File: src/rtl/snax_tcdm_req_buffer.sv
// HWPE-to-SNAX TCDM request adapter: a 2-entry request FIFO plus a pending-read credit
// counter, so the number of unanswered reads stays bounded.
module snax_tcdm_req_buffer #(
   parameter int unsigned AddrWidth      = 32,
   parameter int unsigned DataWidth      = 32,
   parameter int unsigned MaxOutstanding = 4
) (
   input  logic                                 clk_i,
   input  logic                                 rst_ni,
   input  logic                                 hwpe_req_i,
   output logic                                 hwpe_gnt_o,
   input  logic [AddrWidth-1:0]                 hwpe_add_i,
   input  logic                                 hwpe_wen_i,
   input  logic [DataWidth/8-1:0]               hwpe_be_i,
   input  logic [DataWidth-1:0]                 hwpe_data_i,
   output logic [DataWidth-1:0]                 hwpe_r_data_o,
   output logic                                 hwpe_r_valid_o,
   output logic                                 tcdm_q_valid_o,
   input  logic                                 tcdm_q_ready_i,
   output logic [AddrWidth-1:0]                 tcdm_q_addr_o,
   output logic                                 tcdm_q_write_o,
   output logic [DataWidth/8-1:0]               tcdm_q_strb_o,
   output logic [DataWidth-1:0]                 tcdm_q_data_o,
   input  logic                                 tcdm_p_valid_i,
   input  logic [DataWidth-1:0]                 tcdm_p_data_i,
   output logic [$clog2(MaxOutstanding+1)-1:0]  pending_o,
   output logic                                 err_unexpected_rsp_o
);

   localparam int unsigned StrbWidth = DataWidth / 8;
   localparam int unsigned CntWidth  = $clog2(MaxOutstanding + 1);
   localparam logic [CntWidth-1:0] MaxCnt = CntWidth'(MaxOutstanding);

   logic [AddrWidth-1:0] addr_q  [2];
   logic                 write_q [2];
   logic [StrbWidth-1:0] strb_q  [2];
   logic [DataWidth-1:0] data_q  [2];

   logic                 wr_ptr;
   logic                 rd_ptr;
   logic [1:0]           count;
   logic [CntWidth-1:0]  pending;
   logic                 active;
   logic                 err;
   logic                 r_valid;
   logic [DataWidth-1:0] r_data;

   logic full;
   logic empty;
   logic push;
   logic pop;
   logic read_ok;
   logic read_push;
   logic rsp_ok;

   // active keeps the grant low while reset is held, without a combinational path from rst_ni
   assign full      = (count == 2'd2);
   assign empty     = (count == 2'd0);
   assign read_ok   = !hwpe_wen_i || (pending < MaxCnt);
   assign hwpe_gnt_o = hwpe_req_i && active && !full && read_ok;
   assign push      = hwpe_req_i && hwpe_gnt_o;
   assign pop       = tcdm_q_valid_o && tcdm_q_ready_i;
   assign read_push = push && hwpe_wen_i;
   assign rsp_ok    = tcdm_p_valid_i && (pending != '0);

   assign tcdm_q_valid_o = !empty;
   assign tcdm_q_addr_o  = addr_q[rd_ptr];
   assign tcdm_q_write_o = write_q[rd_ptr];
   assign tcdm_q_strb_o  = strb_q[rd_ptr];
   assign tcdm_q_data_o  = data_q[rd_ptr];

   assign pending_o            = pending;
   assign hwpe_r_valid_o       = r_valid;
   assign hwpe_r_data_o        = r_data;
   assign err_unexpected_rsp_o = err;

   always_ff @(posedge clk_i) begin
      if (!rst_ni) begin
         wr_ptr <= 1'b0;
         rd_ptr <= 1'b0;
         count  <= 2'd0;
      end else begin
         if (push) wr_ptr <= ~wr_ptr;
         if (pop)  rd_ptr <= ~rd_ptr;
         if (push && !pop)      count <= count + 2'd1;
         else if (!push && pop) count <= count - 2'd1;
      end
   end

   always_ff @(posedge clk_i) begin
      if (push) begin
         addr_q[wr_ptr]  <= hwpe_add_i;
         write_q[wr_ptr] <= ~hwpe_wen_i;
         strb_q[wr_ptr]  <= hwpe_be_i;
         data_q[wr_ptr]  <= hwpe_data_i;
      end
   end

   always_ff @(posedge clk_i) begin
      if (!rst_ni) begin
         pending <= '0;
      end else if (read_push && !rsp_ok) begin
         pending <= pending + CntWidth'(1);
      end else if (!read_push && rsp_ok) begin
         pending <= pending - CntWidth'(1);
      end
   end

   // A response with no pending read is dropped and flagged until the next reset
   always_ff @(posedge clk_i) begin
      if (!rst_ni) begin
         active  <= 1'b0;
         r_valid <= 1'b0;
         r_data  <= '0;
         err     <= 1'b0;
      end else begin
         active  <= 1'b1;
         r_valid <= rsp_ok;
         if (tcdm_p_valid_i) r_data <= tcdm_p_data_i;
         if (tcdm_p_valid_i && (pending == '0)) err <= 1'b1;
      end
   end

endmodule
File: config.mk
export PLATFORM = sky130hd
export DESIGN_NAME = snax_tcdm_req_buffer
export DESIGN_NICKNAME = d
export VERILOG_FILES = /design/src/rtl/snax_tcdm_req_buffer.sv
export SDC_FILE = /design/constraint.sdc
export NUM_CORES = 1
export LEC_CHECK = 0
export BUFFER_PORTS_ARGS = -buffer_cell sky130_fd_sc_hd__buf_2
export CAP_MARGIN = 20
export CORE_AREA = 2 2 125 127
export DETAILED_ROUTE_END_ITERATION = 10
export DIE_AREA = 0 0 127 129
export PLACE_DENSITY_LB_ADDON = 0.1
export SYNTH_ARGS = -nofsm -noshare
export SYNTH_HDL_FRONTEND = slang
export SYNTH_SLANG_ARGS = --single-unit
File: constraint.sdc
create_clock -name clk_i -period 5 [get_ports clk_i]
set_input_delay 1 -clock clk_i [delete_from_list [all_inputs] [get_ports clk_i]]
set_output_delay 1 -clock clk_i [all_outputs]
set_load 0.01 [all_outputs]
==> reports/results.ini, run 1 <==
[timing]
slew_violations=0
relSlewSlack=0.3179
skew_ns=0.007659
tns_ns=0
hold_viol=0
worstMarginPinSlew_ns=1.023
fin_crit_sh=0.6121
fmax_ghz=0.3267
min_period_ns=3.061
setup_viol=0
rsz0062_at_grt=false

[status]
status=finished clean

[global_route]
grt_pass1_vias=3811
track_usage=0.1533
grt_first_pass_wirelength_mm=18.92
antenna_found_initial=1
grt_start_max_net_pins=70
gr-total-overflow=0

[logic_synthesis]
synthCells=370
synth.most_common_cell=edfxtp_1
synth_nets=479
yosys_warnings=0
syn_area_per_cell_sq_um=17.92
synth_compound_area_frac=0.008681
synth_xor_area_frac=0.006605
ys_top_cells_by_count=edfxtp_1 (138), mux2_2 (59), dfxtp_1 (43), nor2_1 (39), mux2i_1 (34)
synth_top_cell_by_area=edfxtp_1
synthAdderAreaFrac=0.006794
synth.mux.area_fraction=0.1742
async_flop_share=0
ys.flop_type=edfxtp_1
synth-edff-count=138
synthSimpleGateAreaFrac=0.03284
synth_top_area_share=0.6250
ys_seq_area_frac=0.7549
synth_top_family_by_area=multiplexers
yosys_register_bits=181
syn_area_sq_mm=0.006630
netlist-cell-type-count=28
synth.area.top_cells=edfxtp_1 (63%), dfxtp_1 (13%), mux2_2 (10%), mux2i_1 (5.1%), mux2_4 (2.3%)

[clocking]
htree_levels=4
clockBufferDepth=2
insertion_delay_ns=0.42
cts_buffers=17
cts_hold_buf=0
cts.sinks=181
cts_tree=yes
clkSlewWorstSetupHoldPaths_ns=0.06
cts_root_buf=clkbuf_16
cts_resized=0
postCtsSetupBuffers=0

[place]
dp_hpwl_mm=8.382
port_buffers=213
gp_congestion=0.7187
dpl_cell_area_sq_mm=0.007898

[critical_path]
r2r_slack_ns=2.67
cpPeakStageDelay_ns=1.01
endpoint=tcdm_q_data_o[29]
path_cells=mux2_2 -> buf_2
timing.rr.start=count[0]$_SDFFE_PN0P_
r2r-end=strb_q[0][0]$_DFFE_PP_
worstPathRequired_ns=4.00
cp_slowest_cell=dfxtp_4
cp_max_fo=69
reg2reg_depth=4
worstPathArrival_ns=2.06
cp-end-kind=output pin
critPathKind=reg2out
cp-start-kind=register

[pwr]
power_density_mw_per_mm2=478.1
intPower_uw=2997
p_switching_uw=1053
pwr-share-seq=0.479
combPwrFrac=0.211
power_frac_clock=0.310
power.leakage_uw=0.003469
vdd_drop_max_mv=0.2331
p_sw_frac=0.2600
p_total_uw=4050

[layout]
drive_above_1_share=0.5291
design_area_sq_mm=0.008471
final_nets=697
area_growth_pct=27.76
utilization=0.5656

[worst_hold_path]
holdPathStages=2
hp-start=err_unexpected_rsp_o$_SDFFE_PN0P_
hp-class=reg2reg

[floorplan]
coreArea_sq_mm=0.01498
die-area_sq_mm=0.01638
fp.dieH_microns=129
num_rows=45
start_util=0.4427
die_w_microns=127
ios=214

[run]
max-cap-violations=0

[drt]
drt_pre_antenna_iters=4
drc=0
drt-total-wl_mm=12.69
dr_total_vias=3783
drtIter0Drc=244
post_drt_wl_per_cell_microns=16.06
drtAntennaViolNets=0
via_per_inst=4.789

==> layout make-up <==
class | instances | area [sq um]
diodes | 1 | 2.502
clock buffers | 30 | 560.5
clock inverters | 2 | 10.01
fillers | 1224 | 6506
inverters | 3 | 11.26
multi-input cells | 170 | 1529
flip-flops and latches | 181 | 5009
well taps | 188 | 235.2
repair buffers | 215 | 1114
==> kinds of logic (layout without fill, tap and decap cells) <==
family          count (synthesis)  in the layout
compound gates                  8              8
xor+xnor                        5              5
fa+ha+maj                       3              3
buf+inv                        19            250
flops                         181            181
mux                           103            103
other cells                     0              1
simple gates                   51             51
==> power groups by stage <==
stage	combinational [uW]	sequential [uW]	clock [uW]
after floorplan	607	1890	0
after global placement	851	1970	0
after detailed placement	868	1980	0
after CTS	870	1950	1290
after global routing	930	1970	1340
final	853	1940	1260
==> critical path, delay by kind of cell (launching register included) <==
kind | cells | cell delay [ns]
flops | 1 | 1.01
buf+inv | 1 | 0.14
mux | 1 | 0.43
==> routing by layer <==
metal	GRT usage	up-vias	wire, microns
met5	0	-	0
met1	0.1730	1817	5104
met2	0.2657	137	6517
met3	0.05114	14	843
li1	-	1815	-
met4	0.06981	0	221
==> through the flow <==
step	hold WS (ns)	cells	setup WS (ns)
4_1_cts	0.4809	789	1.895
6_report	0.4728	790	1.939
3_5_place_dp	0.4641	757	1.895
5_1_grt	0.5121	790	1.823
3_3_place_gp	0.4575	756	2.053
2_1_floorplan	0.4514	370	0.07181
==> registers in the layout (all words and copies together), names as in the netlist, named ones only <==
name / flops
addr_q: 64
data_q: 64
hwpe_r_data_o: 32
strb_q: 8
pending_o: 3
count: 2
write_q: 2
active: 1
err_unexpected_rsp_o: 1
hwpe_r_valid_o: 1
rd_ptr: 1
wr_ptr: 1
==> worst min-delay path by stage <==
stage | end | slack [ns]
after global routing | err_unexpected_rsp_o$_SDFFE_PN0P_ | 0.51
after floorplan | wr_ptr$_SDFFE_PN0N_ | 0.45
final | err_unexpected_rsp_o$_SDFFE_PN0P_ | 0.47
after global placement | err_unexpected_rsp_o$_SDFFE_PN0P_ | 0.46
after CTS | err_unexpected_rsp_o$_SDFFE_PN0P_ | 0.48
after detailed placement | err_unexpected_rsp_o$_SDFFE_PN0P_ | 0.46
==> cell usage in the layout, fill, tap and decap left out, types with 2 or more instances in the layout <==
cell,count
a21oi_1,3
buf_2,213
clkbuf_1,4
clkbuf_16,19
clkbuf_2,3
clkbuf_8,4
clkinv_2,2
dfxtp_1,42
edfxtp_1,138
ha_1,2
inv_1,3
mux2_2,59
mux2_4,10
mux2i_1,34
nand2_1,2
nand2b_1,2
nor2_1,39
o21ai_0,2
or3_1,2
xor2_1,5
Note: power is estimated with default switching activity, not from simulation.
==> run 2: changes to the inputs <==
==> constraint.sdc (replaced) <==
create_clock -name clk_i -period 2.8 [get_ports clk_i]
set_input_delay 0.56 -clock clk_i [delete_from_list [all_inputs] [get_ports clk_i]]
set_output_delay 0.56 -clock clk_i [all_outputs]
set_load 0.01 [all_outputs]
==> run 2 against run 1 <==
Effect of this change: first-iteration DRC count is 30% lower; highest routed layer unchanged; setup slack worse by 1.6 ns; flip-flop and latch count is the same; critical path type unchanged; clock power up 81%; clock skew increased by 0.0023 ns; via count up 0.74%; sequential share of layout area shrank 0.26 points; sequential power up 74%.
==> reports/results.ini, run 2 (synthesis results as in run 1) <==
[timing]
fmax_ghz=0.4090
min_period_ns=2.445
setup_viol=0
fin_crit_sh=0.8733
slew_violations=0
tns_ns=0
worstMarginPinSlew_ns=0.5319
relSlewSlack=0.6454
rsz0062_at_grt=false
hold_viol=0
skew_ns=0.009993

[critical_path]
cp-end-kind=output pin
worstPathArrival_ns=1.89
worstPathRequired_ns=2.24
critPathKind=reg2out
cp_max_fo=32
cp-start-kind=register

[floorplan]
die-area_sq_mm=0.01638
ios=214
start_util=0.4427
fp.dieH_microns=129
num_rows=45
die_w_microns=127
coreArea_sq_mm=0.01498

[global_route]
antenna_found_initial=0
grt_start_max_net_pins=70
track_usage=0.1551
grt_pass1_vias=3877
grt_first_pass_wirelength_mm=19.11
gr-total-overflow=0

[place]
gp_congestion=0.6820
port_buffers=213
dp_hpwl_mm=8.422
dpl_cell_area_sq_mm=0.007928
dpl.cell_count=762

[clocking]
clkSlewWorstSetupHoldPaths_ns=0.07
cts_buffers=17
insertion_delay_ns=0.42
cts_hold_buf=0
cts_root_buf=clkbuf_16
clockBufferDepth=2
postCtsSetupBuffers=0
cts_tree=yes
htree_levels=4
cts.sinks=181
cts_resized=0

[run]
max-cap-violations=0

[drt]
drtIter0Drc=171
drc=0
drt-total-wl_mm=12.66
dr_total_vias=3811
drtAntennaViolNets=0
drt_pre_antenna_iters=4
via_per_inst=4.800
post_drt_wl_per_cell_microns=15.94

[layout]
final_common_cell=buf_2
antenna_cells=0
design_area_sq_mm=0.008508
final_nets=702
final_cell_mix=buf_2 (213), edfxtp_1 (138), mux2_2 (59)
layoutNonFillerInstCount=794
drive_above_1_share=0.5380
area_growth_pct=28.33

[worst_hold_path]
hp-class=in2reg

[pwr]
vdd_drop_max_mv=0.4294
power_density_mw_per_mm2=857.2
power.leakage_uw=0.003494

[status]
status=finished clean

==> run 2: cell count changes in the layout (fill, tap and decap cells not counted), moves of 3 or more <==
| cell | change |
|---|---|
| inv_4 | +4 |
| buf_4 | +5 |
| clkbuf_2 | -3 |
| clkbuf_1 | -3 |
==> run 2: final timing paths <==
check / startpoint / cells past startpoint / endpoint / slack (ns)
max: register / 3 / tcdm_q_addr_o[25] / 0.35
max reg2reg: pending_o[2]$_SDFFE_PN0P_ / 8 / pending_o[2]$_SDFFE_PN0P_ / 0.66
min reg2reg: err_unexpected_rsp_o$_SDFFE_PN0P_ / 2 / err_unexpected_rsp_o$_SDFFE_PN0P_ / 0.49
min: rst_ni / 1 / active$_DFF_P_ / 0.29
==> run 2: layout make-up <==
cell class              instances  area [sq um]
clock buffers                  23         520.5
clock inverters                 9         60.06
fillers                      1250          6469
inverters                       3         11.26
multi-input cells             170          1529
flip-flops and latches        181          5009
well taps                     188         235.2
repair buffers                220          1144
==> run 2: report_power, final <==
group          switching [uW]  internal [uW]  leakage (uW)
logic                     802            829       0.00158
clock network             968           1320      0.000291
registers                 183           3190       0.00162
==> run 2: per-stage QoR <==
step                worst slack, ns  utilization  total power (uW)  hold slack (ns)
floorplan                    0.3815            -              4455           0.4725
global placement             0.4920       0.5293              5066           0.4502
detailed placement           0.3780       0.5293              5099           0.4559
CTS                          0.2975       0.5681              7404           0.2704
global route                 0.2543       0.5681              7657           0.2814
finish                       0.3547       0.5681              7293           0.2932
==> run 2: per-layer routing <==
layer	wire length [microns]	part of all wire	GRT usage
met3	940	0.074	0.05364
met2	6427	0.51	0.2596
met5	0	0	0
met1	5061	0.40	0.1809
met4	229	0.018	0.07304
==> run 2: critical path, cell delays in order (launching register included) <==
cell and delay (ns):
dfxtp_4 0.65, buf_4 0.30, mux2_2 0.36, buf_2 0.15
